**config.mk**
```make
export PLATFORM = sky130hd
export DESIGN_NAME = con_port_arbiter
export DESIGN_NICKNAME = d
export VERILOG_FILES = /design/src/rtl/con_port_arbiter.sv
export SDC_FILE = /design/constraint.sdc
export NUM_CORES = 1
export LEC_CHECK = 0
export BUFFER_PORTS_ARGS = -buffer_cell sky130_fd_sc_hd__buf_2
export CORE_MARGIN = 2
export CORE_UTILIZATION = 35
export DETAILED_ROUTE_END_ITERATION = 8
export HOLD_SLACK_MARGIN = 0.15
export PLACE_DENSITY_LB_ADDON = 0.15
export SYNTH_ARGS = -nofsm -noshare
export SYNTH_HDL_FRONTEND = slang
export SYNTH_SLANG_ARGS = --single-unit
```
**constraint.sdc**
```tcl
create_clock -name CLK -period 1.89 [get_ports CLK]
set_input_delay 0.567 -clock CLK [delete_from_list [all_inputs] [get_ports CLK]]
set_output_delay 0.567 -clock CLK [all_outputs]
set_load 0.005 [all_outputs]
```
**src/rtl/con_port_arbiter.sv**
```systemverilog
// Two-master round-robin arbiter in front of the core's single data-memory controller port.
// Define CON_ARB_FIXED_PRIO_EN for strict priority (m0 wins every tie).
//
// state   | meaning
// --------+--------------------------------------------------------------
// S_IDLE  | no transaction; grant a pending request and latch its fields
// S_ISSUE | drive latched addr/we/wdata to the core for one cycle
// S_WAIT  | read in flight; hold address, count down RD_LAT, capture data
module con_port_arbiter #(
  parameter int ADDR_W = 10,
  parameter int DATA_W = 32,
  parameter int RD_LAT = 1
) (
  input  logic              CLK,
  input  logic              nrst,
  input  logic              m0_req,
  input  logic [ADDR_W-1:0] m0_addr,
  input  logic [3:0]        m0_we,
  input  logic [DATA_W-1:0] m0_wdata,
  output logic              m0_gnt,
  output logic              m0_rvalid,
  output logic [DATA_W-1:0] m0_rdata,
  input  logic              m1_req,
  input  logic [ADDR_W-1:0] m1_addr,
  input  logic [3:0]        m1_we,
  input  logic [DATA_W-1:0] m1_wdata,
  output logic              m1_gnt,
  output logic              m1_rvalid,
  output logic [DATA_W-1:0] m1_rdata,
  output logic [ADDR_W-1:0] con_addr,
  output logic [3:0]        con_write,
  output logic [DATA_W-1:0] con_in,
  input  logic [DATA_W-1:0] con_out,
  output logic              busy
);

  localparam int CNT_W = (RD_LAT > 1) ? $clog2(RD_LAT) : 1;
  localparam logic [CNT_W-1:0] CNT_LOAD = CNT_W'(RD_LAT - 1);

  typedef enum logic [1:0] {
    S_IDLE  = 2'd0,
    S_ISSUE = 2'd1,
    S_WAIT  = 2'd2
  } state_t;

  state_t            state_q, state_d;
  logic [ADDR_W-1:0] addr_q, addr_d;
  logic [3:0]        we_q, we_d;
  logic [DATA_W-1:0] wdata_q, wdata_d;
  logic              id_q, id_d;
  logic [CNT_W-1:0]  cnt_q, cnt_d;
  logic              rvalid0_q, rvalid0_d;
  logic              rvalid1_q, rvalid1_d;
  logic [DATA_W-1:0] rdata0_q, rdata0_d;
  logic [DATA_W-1:0] rdata1_q, rdata1_d;
  logic              win1;

`ifdef CON_ARB_FIXED_PRIO_EN
  assign win1 = ~m0_req;
`else
  logic last_q, last_d;

  // last_q=1 means m1 was granted last, so m0 wins the next tie
  assign win1   = m1_req & (~m0_req | ~last_q);
  assign last_d = (m0_gnt | m1_gnt) ? m1_gnt : last_q;

  always_ff @(posedge CLK or negedge nrst) begin
    if (!nrst) last_q <= 1'b1;
    else       last_q <= last_d;
  end
`endif

  always_comb begin
    state_d   = state_q;
    addr_d    = addr_q;
    we_d      = we_q;
    wdata_d   = wdata_q;
    id_d      = id_q;
    cnt_d     = cnt_q;
    rvalid0_d = 1'b0;
    rvalid1_d = 1'b0;
    rdata0_d  = rdata0_q;
    rdata1_d  = rdata1_q;
    m0_gnt    = 1'b0;
    m1_gnt    = 1'b0;
    con_addr  = '0;
    con_write = 4'h0;
    con_in    = '0;

    case (state_q)
      S_IDLE: begin
        // gnt is gated by nrst so nothing is accepted while reset is held
        if (nrst && (m0_req || m1_req)) begin
          m0_gnt  = ~win1;
          m1_gnt  = win1;
          addr_d  = win1 ? m1_addr  : m0_addr;
          we_d    = win1 ? m1_we    : m0_we;
          wdata_d = win1 ? m1_wdata : m0_wdata;
          id_d    = win1;
          state_d = S_ISSUE;
        end
      end
      S_ISSUE: begin
        con_addr  = addr_q;
        con_write = we_q;
        con_in    = wdata_q;
        if (we_q == 4'h0) begin
          cnt_d   = CNT_LOAD;
          state_d = S_WAIT;
        end else begin
          state_d = S_IDLE;
        end
      end
      S_WAIT: begin
        con_addr = addr_q;
        if (cnt_q == '0) begin
          if (id_q) begin
            rdata1_d  = con_out;
            rvalid1_d = 1'b1;
          end else begin
            rdata0_d  = con_out;
            rvalid0_d = 1'b1;
          end
          state_d = S_IDLE;
        end else begin
          cnt_d = cnt_q - 1'b1;
        end
      end
      default: state_d = S_IDLE;
    endcase
  end

  always_ff @(posedge CLK or negedge nrst) begin
    if (!nrst) begin
      state_q   <= S_IDLE;
      addr_q    <= '0;
      we_q      <= 4'h0;
      wdata_q   <= '0;
      id_q      <= 1'b0;
      cnt_q     <= '0;
      rvalid0_q <= 1'b0;
      rvalid1_q <= 1'b0;
      rdata0_q  <= '0;
      rdata1_q  <= '0;
    end else begin
      state_q   <= state_d;
      addr_q    <= addr_d;
      we_q      <= we_d;
      wdata_q   <= wdata_d;
      id_q      <= id_d;
      cnt_q     <= cnt_d;
      rvalid0_q <= rvalid0_d;
      rvalid1_q <= rvalid1_d;
      rdata0_q  <= rdata0_d;
      rdata1_q  <= rdata1_d;
    end
  end

  assign m0_rvalid = rvalid0_q;
  assign m1_rvalid = rvalid1_q;
  assign m0_rdata  = rdata0_q;
  assign m1_rdata  = rdata1_q;
  assign busy      = (state_q != S_IDLE);

endmodule
```
==> flow_summary_export.csv, run 1 <==
group,metric,value,unit
setup_path,worstPathRequired,1320,ps
placement,dpl.hpwl,9170,um
clocking,clk_latency,410,ps
placement,place_area,6420,sq um
grt,grt.total_usage,17.8,%
clocking,cts_sinks,116,
route,drt_iter0_markers,158,
clocking,cts_buffer_depth,2,
clocking,cts_tree,"done",
setup_path,cp.arrival,1550,ps
placement,pre_cts_ws,64.7,ps
route,dr.pass1.iters,4,
yosys,synth_top_area_cell,"dfrtp_1",
floorplan,die_area,15100,sq um
yosys,ys_types,21,
power_and_ir_drop,leakagePower,3.67,nW
power_and_ir_drop,irDropWorstVdd,0.000560,V
placement,gp_congestion,0.793,
timing,tightestPinTransition,539,ps
timing,fin_skew,2.59,ps
grt,overflow,0,
clocking,h-tree-depth,4,
grt,grt_max_degree,98,
power_and_ir_drop,powerDensity,1650,nW/um^2
route,post_drt_wl_per_cell,16.6,um
route,avgViaCountPerCell,4.82,
yosys,synthArstFlopShare,100,%
yosys,syn-mean-instance-area,13.5,sq um
yosys,yosys.area.top_type_share,58.0,%
route,drc,0,
finish,n_fill_cell,1258,
timing,setup-violations-final,49,
yosys,netlist_area,4960,sq um
yosys,synthFlopType,"dfrtp_1",
finish,layout-drive-gt1-share,58.7,%
yosys,synth_fp_nets,499,
yosys,synth-edff-count,0,
floorplan,start_util,35.7,%
floorplan,die_y,123,um
setup_path,worst-path-max-fanout,4,
grt,grt_pass1_vias,4026,
yosys,synth.cells.most_frequent,"115 x dfrtp_1, 67 x and2_1, 64 x mux2_2",
worst_hold_path,hp-class,"primary input to asynchronous set/reset pin",
yosys,synth-seq-area-share,58.5,%
timing,slew_headroom,64.1,%
run_status,status,"complete, but fails checks",
clocking,cts_root_buffer,"clkbuf_16",
floorplan,coreArea,13900,sq um
floorplan,pin_count,243,
placement,dp.cells,775,
timing,max_freq,473,MHz
yosys,synthCells,368,
route,antenna_left,0,
run_status,failed_checks,"negative setup slack",
finish,stdcell_count,818,
timing,drv_slew,0,
timing,holdWs,229,ps
setup_path,endpoint_kind,"primary output",
placement,port_buffers,242,
grt,grt_first_pass_wirelength,20300,um
clocking,cts_buffers,17,
setup_path,critPathLaunchType,"register",
finish,area_growth,45.3,%
route,wirelength,13600,um
setup_path,critPathKind,"register to primary output",
yosys,synth_most_common_cell,"dfrtp_1",
timing,setup_slack,-223,ps
grt,antenna_found_initial,2,
clocking,cts_hold_buf,0,
finish,nNetsFinal,755,
flow_run,max_cap_violations,0,
timing,grt_setup_unrepaired,"true",
finish,fin_area,7210,sq um
floorplan,rows,43,
yosys,ys_ff_latch,116,
floorplan,die_w,123,um
route,vias,3942,
timing,min_period,2110,ps
timing,final_hold_viol_count,0,
yosys,yosysWarnings,0,
clocking,clk_pin_slew,50,ps
yosys,synthTopCellsByArea,"dfrtp_1 58%, mux2_2 15%, a221o_1 9.3%",
timing,period_share,112,%
==> state kept, by name, summed over array words and instances (netlist names), 2 cells and up <==
| register | count |
|---|---|
| state_q | 2 |
| we_q | 4 |
| addr_q | 10 |
| m0_rdata | 32 |
| wdata_q | 32 |
| m1_rdata | 32 |
==> kinds of logic (layout without fill, tap and decap cells) <==
logic type	Yosys count	in the layout	synth area share, %
DFF	116	116	58.5
other	0	1	0
adders and majority gates	3	3	0.757
buffers and inverters	32	301	3.50
and+or+nand+nor	99	99	12.3
AOI/OAI and AO/OA	53	53	10.2
muxes	65	65	14.7
==> metrics by stage <==
| stage | setup TNS, ps | power (mW) | utilization, % |
|---|---|---|---|
| final | -8340 | 11.9 | 51.9 |
| after global routing | -11810 | 12.7 | 51.9 |
| after CTS | -9150 | 11.8 | 51.4 |
| after detailed placement | 0 | 8.23 | 46.3 |
| after global placement | 0 | 8.13 | 46.3 |
| after floorplan | 0 | 6.37 | - |
==> worst max-delay path, stage by stage (launching register included) <==
cell     delay (ps)
dfrtp_1         390
inv_2            90
buf_6           110
ha_4            170
nand3_2          90
a21oi_4         140
buf_2           140
==> cells in the final DEF (no fill, tap or decap), drive strengths merged <==
cell | netlist | final
a21oi | 5 | 5
a221o | 46 | 46
and2 | 92 | 92
buf | 18 | 262
bufinv | 0 | 3
clkbuf | 8 | 20
clkinv | 0 | 5
clkinvlp | 0 | 3
dfrtp | 115 | 115
dfstp | 1 | 1
diode | 0 | 1
ha | 3 | 3
inv | 6 | 8
mux2 | 64 | 64
mux2i | 1 | 1
nand2 | 3 | 3
nand3 | 2 | 2
nor2b | 1 | 1
nor4 | 1 | 1
o211ai | 1 | 1
o21ai | 1 | 1
==> repair_timing <==
item                       CTS  global route
resized for setup           10             7
setup endpoints to repair   49            49
pin swaps                    1             0
gates cloned                 1             1
setup buffers                5             3
==> worst paths after layout <==
check / slack [ps] / end / start / depth (start not counted)
hold / removal: 230 / wdata_q[1]$_DFFE_PN0P_ / nrst / 2
min in group CLK: 380 / wdata_q[5]$_DFFE_PN0P_ / m1_wdata[5] / 2
setup reg to reg: 80 / addr_q[4]$_DFFE_PN0P_ / state_q[1]$_DFFE_PN0P_ / 8
setup / recovery: -220 / m0_gnt / state_q[1]$_DFFE_PN0P_ / 6
max in group asynchronous: 1190 / wdata_q[20]$_DFFE_PN0P_ / nrst / 2
hold reg to reg: 500 / m1_rdata[14]$_DFFE_PN0P_ / m1_rdata[14]$_DFFE_PN0P_ / 1
==> layer usage <==
layer	GRT usage, %	routed length, um	up-vias
li1	-	-	1832
met1	20.3	5670	1916
met2	29.9	6420	176
met3	6.78	1260	18
met4	7.74	235	0
met5	0	0	-
==> power by group <==
part           switching (mW)  internal, mW  leakage [nW]
Sequential              0.574          3.63          1.43
Combinational            1.83          2.57          1.95
Clock                    1.13          2.13         0.295
Total                    3.54          8.33          3.67
==> area by class of cell <==
| cell class | instances | area [sq um] | area share [%] |
|---|---|---|---|
| antenna | 1 | 2.50 | 0.0347 |
| sequential | 116 | 2900 | 40.3 |
| clock inverter | 13 | 155 | 2.15 |
| timing repair buffer | 263 | 1490 | 20.6 |
| clock buffer | 19 | 453 | 6.28 |
| multi-input combinational | 220 | 1960 | 27.2 |
| inverter | 6 | 22.5 | 0.312 |
| tap | 180 | 225 | 3.12 |
No activity file was read; power rests on OpenSTA's default activity.
==> inputs of run 2 (changes only) <==
--- a/config.mk
+++ b/config.mk
@@ -6,11 +6,13 @@
 export NUM_CORES = 1
 export LEC_CHECK = 0
 export BUFFER_PORTS_ARGS = -buffer_cell sky130_fd_sc_hd__buf_2
+export CORE_ASPECT_RATIO = 1.4
 export CORE_MARGIN = 2
 export CORE_UTILIZATION = 35
 export DETAILED_ROUTE_END_ITERATION = 8
 export HOLD_SLACK_MARGIN = 0.15
-export PLACE_DENSITY_LB_ADDON = 0.15
+export PLACE_DENSITY = 0.74
+export SKIP_LAST_GASP = 1
 export SYNTH_ARGS = -nofsm -noshare
 export SYNTH_HDL_FRONTEND = slang
 export SYNTH_SLANG_ARGS = --single-unit
==> flow_summary_export.csv, run 2 (synthesis gave the netlist of run 1 again) <==
group,metric,value,unit
run_status,status,"complete, but fails checks",
run_status,failed_checks,"negative setup slack",
timing,fin_setup_tns,-7480,ps
setup_path,crit_family,"flip-flops",
setup_path,critPathBufInv,3,
finish,final_common_cell,"buf_2",
grt,grt_first_pass_wirelength,20300,um
route,avgViaCountPerCell,4.82,
setup_path,endpoint,"con_in[28]",
grt,grt_max_degree,113,
clocking,cts_tree,"done",
finish,fin_area,7200,sq um
clocking,clk_pin_slew,50,ps
setup_path,worstSetupStartpoint,"state_q[1]$_DFFE_PN0P_",
grt,antenna_found_initial,0,
timing,grt_setup_unrepaired,"true",
placement,dp.cells,780,
placement,pre_cts_ws,142,ps
grt,overflow,0,
timing,period_share,110,%
floorplan,start_util,35.7,%
power_and_ir_drop,intPower,8.36,mW
floorplan,die_area,15200,sq um
setup_path,cp.arrival,1500,ps
worst_hold_path,hp-class,"primary input to asynchronous set/reset pin",
timing,fin_skew,8.01,ps
power_and_ir_drop,clkPwrFrac,28.8,%
finish,layout-drive-gt1-share,57.8,%
power_and_ir_drop,fin_total_pwr,11.9,mW
power_and_ir_drop,p_switching,3.51,mW
timing,slew_headroom,58.8,%
timing,tightestPinTransition,618,ps
floorplan,die_w,105,um
floorplan,pin_count,243,
clocking,cts_sinks,116,
flow_run,max_cap_violations,0,
floorplan,coreArea,13900,sq um
route,wirelength,12800,um
setup_path,slowest_delay,390,ps
floorplan,die_y,145,um
finish,ff_latch_area,2900,sq um
placement,dpl.hpwl,9080,um
power_and_ir_drop,swShare,29.6,%
setup_path,r2r_slack,100,ps
power_and_ir_drop,powerDensity,1650,nW/um^2
setup_path,crit_chain,"inv_2, ha_4, buf_12, and2_1, buf_2",
setup_path,critPathKind,"register to primary output",
route,vias,3965,
power_and_ir_drop,leakagePower,3.67,nW
finish,stdcell_count,822,
route,antenna_left,0,
setup_path,worst-path-max-fanout,16,
clocking,clk_latency,400,ps
power_and_ir_drop,pwr-share-comb,35.7,%
finish,n_fill_cell,1262,
setup_path,reg2reg_from,"state_q[0]$_DFFE_PN0P_",
setup_path,cpMaxStageDelayCell,"dfrtp_1",
clocking,h-tree-depth,4,
placement,place_area,6410,sq um
grt,grt.total_usage,17.0,%
finish,num_antenna_cells,0,
power_and_ir_drop,irDropWorstVdd,0.000658,V
route,dr.pass1.iters,5,
clocking,cts_buffer_depth,2,
timing,final_hold_viol_count,0,
route,drc,0,
setup_path,rr_worst_depth,7,
clocking,cts_buffers,17,
power_and_ir_drop,seqPwrFrac,35.5,%
route,drt_iter0_markers,151,
clocking,cts_root_buffer,"clkbuf_16",
finish,multiInputGateArea,1940,sq um
setup_path,r2r-end,"m1_rdata[25]$_DFFE_PN0P_",
placement,port_buffers,242,
timing,min_period,2070,ps
timing,setup-violations-final,49,
finish,area_growth,45.0,%
setup_path,critPathLaunchType,"register",
placement,gp_congestion,0.786,
route,post_drt_wl_per_cell,15.6,um
finish,post-route-util,51.7,%
floorplan,rows,51,
timing,drv_slew,0,
finish,layout_common_cells,"240 x buf_2, 115 x dfrtp_1, 67 x and2_1",
grt,grt_pass1_vias,4178,
setup_path,crit_cells,5,
timing,setup_slack,-181,ps
timing,holdWs,275,ps
setup_path,worstPathRequired,1320,ps
setup_path,endpoint_kind,"primary output",
finish,nNetsFinal,755,
timing,max_freq,483,MHz
==> run 2: cell types whose count changed in the layout (fill, tap and decap cells not counted), moves of 2 or more <==
cell,delta
and2_1,+3
and2_4,-3
clkinv_2,-4
clkinv_4,+4
dlygate4sd3_1,+2
==> run 2: worst reg2reg max path, delay by kind of cell (launching register included) <==
family,cells,cell delay [ps]
buffers and inverters,4,540
DFF,1,410
muxes,1,410
adders and majority gates,1,200
and+or+nand+nor,1,100
==> run 2: cell type report <==
cell class	count	area share [%]
Clock buffer	18	6.10
Clock inverter	14	2.80
Inverter	6	0.348
Multi-Input combinational cell	220	27.0
Sequential cell	116	40.4
Tap cell	185	3.22
Timing Repair Buffer	263	20.2
==> run 2: what timing repair did <==
action | CTS | global route
buffers inserted | 5 | 2
gates resized for setup | 10 | 1
endpoints found under the setup margin | 49 | 49
hold buffers | 2 | 0
pin swaps | 0 | 0
endpoints found under the hold margin | 3 | 0
gates cloned | 0 | 1
==> run 2: power by group through the flow <==
stage | Combinational, mW | Clock (mW) | Sequential [mW]
after global routing | 4.65 | 3.64 | 4.37
after floorplan | 2.22 | 0 | 4.15
after CTS | 4.16 | 3.51 | 4.22
after global placement | 3.86 | 0 | 4.18
final | 4.23 | 3.42 | 4.21
after detailed placement | 3.99 | 0 | 4.22
==> run 2: how the worst min path moves through the flow <==
stage / from / to
2_1_floorplan: nrst / addr_q[0]$_DFFE_PN0P_
3_3_place_gp: nrst / state_q[1]$_DFFE_PN0P_
3_5_place_dp: nrst / state_q[0]$_DFFE_PN0P_
4_1_cts: nrst / wdata_q[3]$_DFFE_PN0P_
5_1_grt: nrst / wdata_q[13]$_DFFE_PN0P_
6_report: nrst / wdata_q[13]$_DFFE_PN0P_
==> run 2: per-layer routing <==
layer	vias up	GRT usage (%)	wire length, um
met1	1939	19.6	5280
met3	6	5.37	970
met2	186	29.6	6480
li1	1834	-	-
met5	-	0	0
met4	0	6.53	106
==> inputs of run 3 (changes only) <==
--- a/config.mk
+++ b/config.mk
@@ -12,6 +12,7 @@
 export DETAILED_ROUTE_END_ITERATION = 8
 export HOLD_SLACK_MARGIN = 0.15
 export PLACE_DENSITY = 0.74
+export RECOVER_POWER = 50
 export SKIP_LAST_GASP = 1
 export SYNTH_ARGS = -nofsm -noshare
 export SYNTH_HDL_FRONTEND = slang
==> flow_summary_export.csv, run 3 (synthesis gave the netlist of run 1 again) <==
group,metric,value,unit
run_status,status,"complete, but fails checks",
run_status,failed_checks,"negative setup slack",
timing,setup-violations-final,81,
grt,overflow,0,
route,drt_iter0_markers,139,
setup_path,rr_worst_depth,7,
clocking,cts_buffers,17,
route,vias,3969,
setup_path,critPathKind,"register to primary output",
timing,fin_skew,11.6,ps
finish,layout_common_cells,"229 x buf_2, 115 x dfrtp_1, 67 x and2_1",
placement,port_buffers,242,
setup_path,crit_family,"flip-flops",
grt,antenna_found_initial,0,
finish,num_antenna_cells,0,
worst_hold_path,hp-class,"primary input to register",
timing,min_period,2070,ps
setup_path,worst-path-max-fanout,16,
timing,slew_headroom,1.63,%
grt,grt_max_degree,113,
floorplan,rows,51,
setup_path,slowest_delay,390,ps
route,antenna_left,0,
timing,tightestPinTransition,1480,ps
timing,grt_setup_unrepaired,"true",
setup_path,critPathBufInv,3,
route,drc,0,
clocking,cts_sinks,116,
timing,setup_slack,-182,ps
grt,grt.total_usage,17.0,%
floorplan,die_area,15200,sq um
route,avgViaCountPerCell,4.83,
finish,layout-drive-gt1-share,56.0,%
finish,nNetsFinal,755,
setup_path,worstPathRequired,1320,ps
finish,ff_latch_area,2900,sq um
setup_path,reg2reg_from,"state_q[0]$_DFFE_PN0P_",
timing,holdWs,387,ps
route,dr.pass1.iters,5,
finish,multiInputGateArea,1940,sq um
power_and_ir_drop,leakagePower,3.62,nW
clocking,cts_buffer_depth,2,
power_and_ir_drop,powerDensity,1650,nW/um^2
setup_path,r2r-end,"m0_rdata[29]$_DFFE_PN0P_",
clocking,clk_latency,400,ps
route,post_drt_wl_per_cell,15.7,um
setup_path,crit_chain,"inv_2, ha_4, buf_12, and2_1, buf_2",
clocking,h-tree-depth,4,
timing,final_hold_viol_count,0,
setup_path,worstSetupStartpoint,"state_q[1]$_DFFE_PN0P_",
power_and_ir_drop,irDropWorstVdd,0.000659,V
finish,area_growth,44.2,%
flow_run,max_cap_violations,0,
worst_hold_path,hold_start,"m0_wdata[30]",
clocking,clk_pin_slew,60,ps
finish,final_common_cell,"buf_2",
route,wirelength,12900,um
grt,grt_first_pass_wirelength,20300,um
timing,drv_slew,0,
grt,grt_pass1_vias,4178,
placement,dpl.hpwl,9080,um
placement,gp_congestion,0.786,
floorplan,die_y,145,um
floorplan,die_w,105,um
setup_path,critPathLaunchType,"register",
floorplan,start_util,35.7,%
setup_path,cp.arrival,1510,ps
clocking,cts_tree,"done",
floorplan,pin_count,243,
worst_hold_path,min_to,"wdata_q[30]$_DFFE_PN0P_",
clocking,cts_root_buffer,"clkbuf_16",
timing,period_share,110,%
setup_path,r2r_slack,-110,ps
timing,max_freq,483,MHz
setup_path,endpoint_kind,"primary output",
power_and_ir_drop,fin_total_pwr,11.8,mW
worst_hold_path,hold_depth,2,
setup_path,cpMaxStageDelayCell,"dfrtp_1",
finish,n_fill_cell,1271,
floorplan,coreArea,13900,sq um
-- run 3: changes by cell type in the layout (fill, tap and decap cells not counted) --
cell,delta
clkbuf_4,+2
buf_2,-11
buf_12,-2
clkbuf_2,+1
clkbuf_1,+11
buf_4,-1
-- run 3: timing repair --
| item | 4_1_cts | 5_1_grt |
|---|---|---|
| setup endpoints to repair | 49 | 49 |
| resized for setup | 10 | 1 |
| hold endpoints to repair | 3 | 0 |
| buffers inserted | 5 | 2 |
| cloned | 0 | 1 |
| hold buffers | 2 | 0 |
| pin swaps | 0 | 0 |
-- run 3: worst max path at each step --
| stage | end | slack, ps | cells after the start |
|---|---|---|---|
| after floorplan | con_in[0] | 180 | 5 |
| after global placement | m1_gnt | 170 | 4 |
| after detailed placement | con_addr[0] | 140 | 4 |
| after CTS | con_in[27] | -190 | 5 |
| after global routing | con_in[28] | -270 | 5 |
| final | con_in[26] | -180 | 5 |
-- run 3: report_power, final --
| group | total (mW) | switching [mW] | internal [mW] | leakage [nW] |
|---|---|---|---|---|
| sequential | 4.21 | 0.581 | 3.63 | 1.43 |
| combinational | 4.19 | 1.77 | 2.43 | 1.88 |
| clock | 3.42 | 1.16 | 2.26 | 0.307 |
| total | 11.8 | 3.51 | 8.32 | 3.62 |
-- run 3: layer usage --
layer	vias up	global-route usage [%]	share of wire, %
met5	-	0	0
met4	0	6.53	0.66
met3	6	5.37	7.4
met2	189	29.6	51
met1	1940	19.6	41
li1	1834	-	-
-- run 3: metrics by stage --
stage / util (%) / cell area (sq um) / cells / setup WS [ps] / TNS, ps
2_1_floorplan: - / 4960 / 368 / 181 / 0
3_3_place_gp: 46.1 / 6410 / 780 / 172 / 0
3_5_place_dp: 46.1 / 6410 / 780 / 142 / 0
4_1_cts: 51.4 / 7150 / 819 / -185 / -7220
5_1_grt: 51.4 / 7150 / 822 / -274 / -19860
6_report: 51.4 / 7150 / 822 / -182 / -10530
-- run 3: layout make-up --
| cell class | instances | area share [%] |
|---|---|---|
| flip-flops and latches | 116 | 40.6 |
| multi-input cells | 220 | 27.1 |
| repair buffers | 263 | 19.7 |
| clock buffers | 18 | 6.14 |
| well taps | 185 | 3.24 |
| clock inverters | 14 | 2.82 |
| inverters | 6 | 0.350 |
